<file path="src/rtl/wb_rr_arbiter_if.sv">
// ---------------------------------------------------------------------------
// wb_rr_arbiter_if
// Purpose : Bundles the Wishbone B3 signals that pass through the round-robin
//           arbiter. The master side is a packed array of NM masters. The
//           slave side is a single shared bus.
// Ports   : m_cyc_i/m_stb_i/m_we_i [NM], m_sel_i [NM*SW], m_adr_i [NM*AW],
//           m_dat_i [NM*DW]      : requests from the master array
//           m_dat_o [DW], m_ack_o/m_err_o/m_rty_o [NM] : responses to masters
//           s_cyc_o/s_stb_o/s_we_o, s_sel_o [SW], s_adr_o [AW], s_dat_o [DW]
//                                  : owner's cycle presented to the slave
//           s_dat_i [DW], s_ack_i/s_err_i/s_rty_i : slave responses
// Modports: slave  - the arbiter's view. It accepts the master array and
//                    drives the shared slave bus.
//           master - the environment's view: the master array plus the slave.
// ---------------------------------------------------------------------------
interface wb_rr_arbiter_if #(
  parameter int NM = 3,
  parameter int AW = 32,
  parameter int DW = 32
);
  localparam int SW = DW / 8;

  logic [NM-1:0]    m_cyc_i;
  logic [NM-1:0]    m_stb_i;
  logic [NM-1:0]    m_we_i;
  logic [NM*SW-1:0] m_sel_i;
  logic [NM*AW-1:0] m_adr_i;
  logic [NM*DW-1:0] m_dat_i;
  logic [DW-1:0]    m_dat_o;
  logic [NM-1:0]    m_ack_o;
  logic [NM-1:0]    m_err_o;
  logic [NM-1:0]    m_rty_o;

  logic             s_cyc_o;
  logic             s_stb_o;
  logic             s_we_o;
  logic [SW-1:0]    s_sel_o;
  logic [AW-1:0]    s_adr_o;
  logic [DW-1:0]    s_dat_o;
  logic [DW-1:0]    s_dat_i;
  logic             s_ack_i;
  logic             s_err_i;
  logic             s_rty_i;

  modport slave (
    input  m_cyc_i, m_stb_i, m_we_i, m_sel_i, m_adr_i, m_dat_i,
    output m_dat_o, m_ack_o, m_err_o, m_rty_o,
    output s_cyc_o, s_stb_o, s_we_o, s_sel_o, s_adr_o, s_dat_o,
    input  s_dat_i, s_ack_i, s_err_i, s_rty_i
  );

  modport master (
    output m_cyc_i, m_stb_i, m_we_i, m_sel_i, m_adr_i, m_dat_i,
    input  m_dat_o, m_ack_o, m_err_o, m_rty_o,
    input  s_cyc_o, s_stb_o, s_we_o, s_sel_o, s_adr_o, s_dat_o,
    output s_dat_i, s_ack_i, s_err_i, s_rty_i
  );
endinterface

</file>
<file path="src/rtl/wb_rr_arbiter.sv">
// ---------------------------------------------------------------------------
// wb_rr_arbiter
// Purpose : Round-robin Wishbone B3 arbiter. It shares one slave bus between NM
//           masters (CPU inst, CPU data, LCD DMA). A master keeps its grant for
//           its whole CYC. Each handover has one dead cycle.
// Ports   : clk     - clock. All logic runs on the rising edge.
//           rst     - synchronous reset, active-high
//           bus     - wb_rr_arbiter_if.slave. It carries the master array and
//                     the shared slave bus.
//           grant_o - one-hot registered owner. It is 0 when idle.
//           busy_o  - 1 while a master owns the bus (GRANT) or while the
//                     arbiter waits out a watchdog abort (RECOVER).
// Config  : Define WB_ARB_WATCHDOG_EN to add the watchdog. If the slave gives
//           no ack/err/rty for TIMEOUT cycles, the owner gets an error and
//           the arbiter waits in RECOVER until the owner drops CYC.
//           Without the macro the grant lasts until the owner drops CYC.
// ---------------------------------------------------------------------------
module wb_rr_arbiter #(
  parameter int NM      = 3,
  parameter int AW      = 32,
  parameter int DW      = 32,
  parameter int TIMEOUT = 1023
) (
  input  logic          clk,
  input  logic          rst,
  wb_rr_arbiter_if.slave bus,
  output logic [NM-1:0] grant_o,
  output logic          busy_o
);
  localparam int SW = DW / 8;
  localparam int IW = (NM > 1) ? $clog2(NM) : 1;
  localparam logic [NM-1:0] ONE = NM'(1);

`ifdef WB_ARB_WATCHDOG_EN
  typedef enum logic [1:0] {IDLE, GRANT, RECOVER} state_t;
  localparam int WW = $clog2(TIMEOUT + 1);
  logic [WW-1:0] wdog_q;
  logic          slaveTerm;
  logic          timeoutHit;
`else
  typedef enum logic [0:0] {IDLE, GRANT} state_t;
`endif

  state_t        state_q;
  logic [NM-1:0] grant_q;
  // last_q holds the most recently granted master. It is also the current
  // owner while in GRANT/RECOVER, so no separate owner index is kept.
  logic [IW-1:0] last_q;
  logic [IW-1:0] pickIdx;
  logic          pickValid;
  logic          ownerCyc;
  logic          inGrant;

  assign ownerCyc = bus.m_cyc_i[last_q];
  assign inGrant  = (state_q == GRANT);
  assign grant_o  = grant_q;
  assign busy_o   = (state_q != IDLE);

`ifdef WB_ARB_WATCHDOG_EN
  // A termination in the same cycle as the timeout wins. The counter
  // clears and no error is raised.
  assign slaveTerm  = bus.s_ack_i | bus.s_err_i | bus.s_rty_i;
  assign timeoutHit = inGrant && (wdog_q == WW'(TIMEOUT)) && !slaveTerm;
`endif

  // Circular search starting just after the last owner. The loop runs from
  // the farthest candidate down to the nearest, so the nearest requester is
  // the one left in pickIdx. A master that just released therefore ranks
  // last.
  always_comb begin
    pickIdx   = last_q;
    pickValid = 1'b0;
    for (int k = NM; k >= 1; k--) begin
      int idx;
      idx = int'(last_q) + k;
      if (idx >= NM) idx = idx - NM;
      if (bus.m_cyc_i[idx]) begin
        pickIdx   = IW'(idx);
        pickValid = 1'b1;
      end
    end
  end

  // Bus routing. Only the owner's cycle reaches the slave, and only the
  // owner sees terminations. Outside GRANT everything is quiet, so
  // terminations in IDLE are discarded. Read data is broadcast.
  always_comb begin
    bus.m_dat_o = bus.s_dat_i;
    bus.m_ack_o = '0;
    bus.m_err_o = '0;
    bus.m_rty_o = '0;
    bus.s_cyc_o = 1'b0;
    bus.s_stb_o = 1'b0;
    bus.s_we_o  = 1'b0;
    bus.s_sel_o = '0;
    bus.s_adr_o = '0;
    bus.s_dat_o = '0;
    if (inGrant) begin
      bus.s_cyc_o         = ownerCyc;
      bus.s_stb_o         = bus.m_stb_i[last_q];
      bus.s_we_o          = bus.m_we_i[last_q];
      bus.s_sel_o         = bus.m_sel_i[last_q*SW +: SW];
      bus.s_adr_o         = bus.m_adr_i[last_q*AW +: AW];
      bus.s_dat_o         = bus.m_dat_i[last_q*DW +: DW];
      bus.m_ack_o[last_q] = bus.s_ack_i;
      bus.m_err_o[last_q] = bus.s_err_i;
      bus.m_rty_o[last_q] = bus.s_rty_i;
`ifdef WB_ARB_WATCHDOG_EN
      if (timeoutHit) begin
        bus.s_cyc_o         = 1'b0;
        bus.s_stb_o         = 1'b0;
        bus.m_err_o[last_q] = 1'b1;
      end
`endif
    end
  end

  // Arbitration FSM. Reset makes master NM-1 the last owner, so master 0
  // wins first. Releasing goes through IDLE, which gives the dead cycle
  // between owners and lets a lone requester be granted again.
  always_ff @(posedge clk) begin
    if (rst) begin
      state_q <= IDLE;
      grant_q <= '0;
      last_q  <= IW'(NM - 1);
`ifdef WB_ARB_WATCHDOG_EN
      wdog_q  <= '0;
`endif
    end else begin
      case (state_q)
        IDLE: begin
          if (pickValid) begin
            state_q <= GRANT;
            grant_q <= ONE << pickIdx;
            last_q  <= pickIdx;
`ifdef WB_ARB_WATCHDOG_EN
            wdog_q  <= '0;
`endif
          end
        end
        GRANT: begin
`ifdef WB_ARB_WATCHDOG_EN
          if (slaveTerm) wdog_q <= '0;
          else if (wdog_q != WW'(TIMEOUT)) wdog_q <= wdog_q + 1'b1;
          if (timeoutHit) begin
            state_q <= RECOVER;
          end else if (!ownerCyc) begin
            state_q <= IDLE;
            grant_q <= '0;
          end
`else
          if (!ownerCyc) begin
            state_q <= IDLE;
            grant_q <= '0;
          end
`endif
        end
`ifdef WB_ARB_WATCHDOG_EN
        RECOVER: begin
          if (!ownerCyc) begin
            state_q <= IDLE;
            grant_q <= '0;
          end
        end
`endif
        default: begin
          state_q <= IDLE;
          grant_q <= '0;
        end
      endcase
    end
  end
endmodule

</file>
<file path="src/flat_wrapper.sv">
// flat-port wrapper written by rule: the top's interface ports become plain ports
module wb_rr_arbiter_flat 
#(
  parameter int NM      = 3,
  parameter int AW      = 32,
  parameter int DW      = 32,
  parameter int TIMEOUT = 1023
)
  (clk, rst, grant_o, busy_o, bus_m_cyc_i, bus_m_stb_i, bus_m_we_i, bus_m_sel_i, bus_m_adr_i, bus_m_dat_i, bus_m_dat_o, bus_m_ack_o, bus_m_err_o, bus_m_rty_o, bus_s_cyc_o, bus_s_stb_o, bus_s_we_o, bus_s_sel_o, bus_s_adr_o, bus_s_dat_o, bus_s_dat_i, bus_s_ack_i, bus_s_err_i, bus_s_rty_i);
  wb_rr_arbiter_if #(.NM(NM), .AW(AW), .DW(DW)) bus_i ();
  input  logic clk;
  input  logic rst;
  output logic [NM-1:0] grant_o;
  output logic busy_o;
  input wire logic [$bits(bus_i.m_cyc_i)-1:0] bus_m_cyc_i;
  input wire logic [$bits(bus_i.m_stb_i)-1:0] bus_m_stb_i;
  input wire logic [$bits(bus_i.m_we_i)-1:0] bus_m_we_i;
  input wire logic [$bits(bus_i.m_sel_i)-1:0] bus_m_sel_i;
  input wire logic [$bits(bus_i.m_adr_i)-1:0] bus_m_adr_i;
  input wire logic [$bits(bus_i.m_dat_i)-1:0] bus_m_dat_i;
  output wire logic [$bits(bus_i.m_dat_o)-1:0] bus_m_dat_o;
  output wire logic [$bits(bus_i.m_ack_o)-1:0] bus_m_ack_o;
  output wire logic [$bits(bus_i.m_err_o)-1:0] bus_m_err_o;
  output wire logic [$bits(bus_i.m_rty_o)-1:0] bus_m_rty_o;
  output wire logic [$bits(bus_i.s_cyc_o)-1:0] bus_s_cyc_o;
  output wire logic [$bits(bus_i.s_stb_o)-1:0] bus_s_stb_o;
  output wire logic [$bits(bus_i.s_we_o)-1:0] bus_s_we_o;
  output wire logic [$bits(bus_i.s_sel_o)-1:0] bus_s_sel_o;
  output wire logic [$bits(bus_i.s_adr_o)-1:0] bus_s_adr_o;
  output wire logic [$bits(bus_i.s_dat_o)-1:0] bus_s_dat_o;
  input wire logic [$bits(bus_i.s_dat_i)-1:0] bus_s_dat_i;
  input wire logic [$bits(bus_i.s_ack_i)-1:0] bus_s_ack_i;
  input wire logic [$bits(bus_i.s_err_i)-1:0] bus_s_err_i;
  input wire logic [$bits(bus_i.s_rty_i)-1:0] bus_s_rty_i;
  assign bus_i.m_cyc_i = bus_m_cyc_i;
  assign bus_i.m_stb_i = bus_m_stb_i;
  assign bus_i.m_we_i = bus_m_we_i;
  assign bus_i.m_sel_i = bus_m_sel_i;
  assign bus_i.m_adr_i = bus_m_adr_i;
  assign bus_i.m_dat_i = bus_m_dat_i;
  assign bus_m_dat_o = bus_i.m_dat_o;
  assign bus_m_ack_o = bus_i.m_ack_o;
  assign bus_m_err_o = bus_i.m_err_o;
  assign bus_m_rty_o = bus_i.m_rty_o;
  assign bus_s_cyc_o = bus_i.s_cyc_o;
  assign bus_s_stb_o = bus_i.s_stb_o;
  assign bus_s_we_o = bus_i.s_we_o;
  assign bus_s_sel_o = bus_i.s_sel_o;
  assign bus_s_adr_o = bus_i.s_adr_o;
  assign bus_s_dat_o = bus_i.s_dat_o;
  assign bus_i.s_dat_i = bus_s_dat_i;
  assign bus_i.s_ack_i = bus_s_ack_i;
  assign bus_i.s_err_i = bus_s_err_i;
  assign bus_i.s_rty_i = bus_s_rty_i;
  wb_rr_arbiter #(.NM(NM), .AW(AW), .DW(DW), .TIMEOUT(TIMEOUT)) u_core (.clk(clk), .rst(rst), .bus(bus_i), .grant_o(grant_o), .busy_o(busy_o));
endmodule
</file>
<file path="config.mk">
export PLATFORM = sky130hd
export DESIGN_NAME = wb_rr_arbiter_flat
export DESIGN_NICKNAME = d
export VERILOG_FILES = /design/src/rtl/wb_rr_arbiter_if.sv /design/src/rtl/wb_rr_arbiter.sv /design/src/flat_wrapper.sv
export SDC_FILE = /design/constraint.sdc
export NUM_CORES = 1
export LEC_CHECK = 0
export ABC_AREA = 1
export BUFFER_PORTS_ARGS = -buffer_cell sky130_fd_sc_hd__buf_2
export CORE_AREA = 2 2 142 144
export DETAILED_ROUTE_END_ITERATION = 8
export DIE_AREA = 0 0 144 146
export PLACE_DENSITY_LB_ADDON = 0.1
export SKIP_CTS_REPAIR_TIMING = 1
export SLEW_MARGIN = 20
export SYNTH_ARGS = -nofsm -noshare
export SYNTH_HDL_FRONTEND = slang
export SYNTH_SLANG_ARGS = --single-unit
</file>
<file path="constraint.sdc">
create_clock -name clk -period 2 [get_ports clk]
set_input_delay 0.2 -clock clk [delete_from_list [all_inputs] [get_ports clk]]
set_output_delay 0.2 -clock clk [all_outputs]
set_load 0.02 [all_outputs]
</file>
==> results.py <==
metrics = {
    "clock_tree": {
        "clock-sinks": 6,
        "root_buffer": "clkbuf_16",
        "clock_latency_ns": 0.23,
        "tritoncts": "yes",
        "cts_buffers": 3,
        "cts_buffer_depth": 2,
        "path_clk_slew_ns": 0.04,
        "htreeDepth": 1,
    },
    "synth": {
        "synth_warnings": 0,
        "syn_avg_cell_area_um2": 4.69,
        "yosysTopAreaCellShare_pct": 24.3,
        "synth_nets": 767,
        "synth.area.top_cells": "nor2_1, nand2_1, a21oi_1",
        "ys_seq_elements": 6,
        "ys_types": 17,
        "netlist_instances": 514,
        "synth_area_mm2": 0.00241,
        "synth.yosys.seq_area_share_pct": 4.98,
        "yosysTopAreaCell": "nor2_1",
    },
    "cells_and_area": {
        "layout_commonest_cell": "buf_2",
        "antennaDiodeCount": 0,
        "final_cell_mix": "buf_2, nor2_1, nand2_1",
        "drive_above_1_share_pct": 43.7,
        "design_area_mm2": 0.00421,
        "fillers": 2331,
        "area_growth_syn_to_layout_pct": 74.6,
        "layout.nets": 1021,
    },
    "drt": {
        "first_iter_violations": 127,
        "routedWlPerCell_um": 14.0,
        "drt-pass1-iter-count": 4,
        "vias": 4051,
        "wl_mm": 14.4,
        "via_per_inst": 3.93,
        "route.detailed.drc": 0,
        "ant_nets": 0,
    },
    "pwr": {
        "vdd_ir_drop_max_mv": 0.503,
        "p_leak_nw": 2.39,
        "p_per_area_mw_per_mm2": 1440,
    },
    "sta": {
        "final-max-slew-violation-count": 0,
        "max_freq_mhz": 529,
        "setup_tns_ns": 0,
        "setup_viol": 0,
        "skew_ns": 0.000303,
        "relSlewSlack_pct": 70.2,
        "hold_viol_final": 0,
        "fin_crit_sh_pct": 94.5,
        "worst_slew_pin_slew_ns": 0.447,
        "layout_min_cycle_time_ns": 1.89,
    },
    "place": {
        "port_buffers": 301,
        "finalWeightedCongestion": 0.786,
        "dpl_cell_area_mm2": 0.00402,
        "dp_hpwl_mm": 10.6,
    },
    "critical_path": {
        "crit_type": "flop to output port",
        "cp-end-kind": "output port",
        "path_cells": "inv_1 -> buf_4 -> nor2_4 -> buf_12 -> buf_12 -> nand2_1 -> a21oi_1 -> buf_4",
        "path_buf_inv": 5,
        "cp_max_fo": 26,
        "cp_top_family": "buffers and inverters",
        "slowest_stage": "dfxtp_2",
        "worstPathArrival_ns": 1.69,
        "required_ns": 1.80,
        "start_kind": "flop",
        "slowest_delay_ns": 0.36,
    },
    "floorplan": {
        "die_w_um": 144,
        "fp.dieArea_mm2": 0.0210,
        "coreArea_mm2": 0.0193,
        "row_count": 51,
        "die_y_um": 146,
        "start_util_pct": 12.5,
        "num_io_pins": 366,
    },
    "global_routing": {
        "grt_max_degree": 76,
        "antenna_found_initial": 1,
        "track_usage_pct": 12.0,
        "overflow": 0,
        "grt_first_pass_wirelength_mm": 20.3,
        "grt_pass1_vias": 3922,
    },
    "hold_path": {
        "min_path_type": "primary input to flop",
    },
    "status": {
        "outcome": "completed",
    },
    "job": {
        "drv_cap": 0,
    },
}
[path summary, 6_finish.rpt]
kind | from | endpoint | slack [ns] | cells past startpoint
worst max-delay path | u_core.last_q[1] | bus_s_adr_o[26] | 0.11 | 8
worst min-delay path | rst | u_core.last_q[0] | 0.21 | 2
worst max register to register | u_core.last_q[0] | u_core.last_q[1] | 0.24 | 12
worst min register to register | u_core.grant_o[2] | u_core.grant_o[2] | 0.49 | 2
[cell usage after synthesis]
library cell / number
nand2_2: 2
nand2_1: 104
ha_1: 3
dfxtp_1: 6
buf_4: 34
buf_6: 1
o211ai_1: 1
buf_1: 2
buf_2: 14
a31oi_1: 1
o21ai_0: 70
a21oi_1: 75
nand3_1: 11
nor2_1: 156
clkbuf_1: 20
inv_2: 4
inv_1: 10
[cell type report]
cell class	instances	area, um^2	area share, %
Clock buffer	3	75.1	1.78
Inverter	14	55.1	1.31
Sequential cell	6	125	2.97
Timing Repair Buffer	320	1780	42.3
Tap cell	265	332	7.87
Multi-Input combinational cell	423	1840	43.8
[sequential cells by signal (all words and copies together), names as in the netlist]
register / flops
u_core.last_q: 2
u_core.busy_o: 1
u_core.grant_o: 3
[power breakdown]
part           switching, mW  internal [mW]  leakage [nW]
Sequential            0.0771          0.187        0.0501
Combinational           3.52           1.94          2.30
Clock                 0.0700          0.257        0.0370
[cells by family after synthesis]
family,share of synthesized area [%]
AOI/OAI and AO/OA,30.7
DFF,4.98
and+or+nand+nor,43.3
adders and majority gates,1.56
buffers and inverters,19.6
[layer usage]
metal  global-route usage, %  share of wire [%]  wire [um]  vias up
li1                        -                  -          -     2128
met1                    13.4                 40       5790     1708
met2                    23.2                 50       7160      191
met3                    2.53                8.5       1220       22
met4                    2.35                1.5        216        2
met5                       0              0.090         13        -
[metrics by stage]
stage	worst slack [ns]	power, mW	std cells	utilization (%)	hold WS, ns
after floorplan	0.0305	3.70	514	-	0.269
after global placement	0.125	5.59	1025	20.8	0.400
after detailed placement	0.0937	5.52	1025	20.8	0.400
after CTS	-0.157	5.87	1028	21.2	0.214
after global routing	-0.0130	6.72	1031	21.8	0.227
final	0.109	6.06	1031	21.8	0.208
Note: power is estimated with default switching activity, not from simulation.
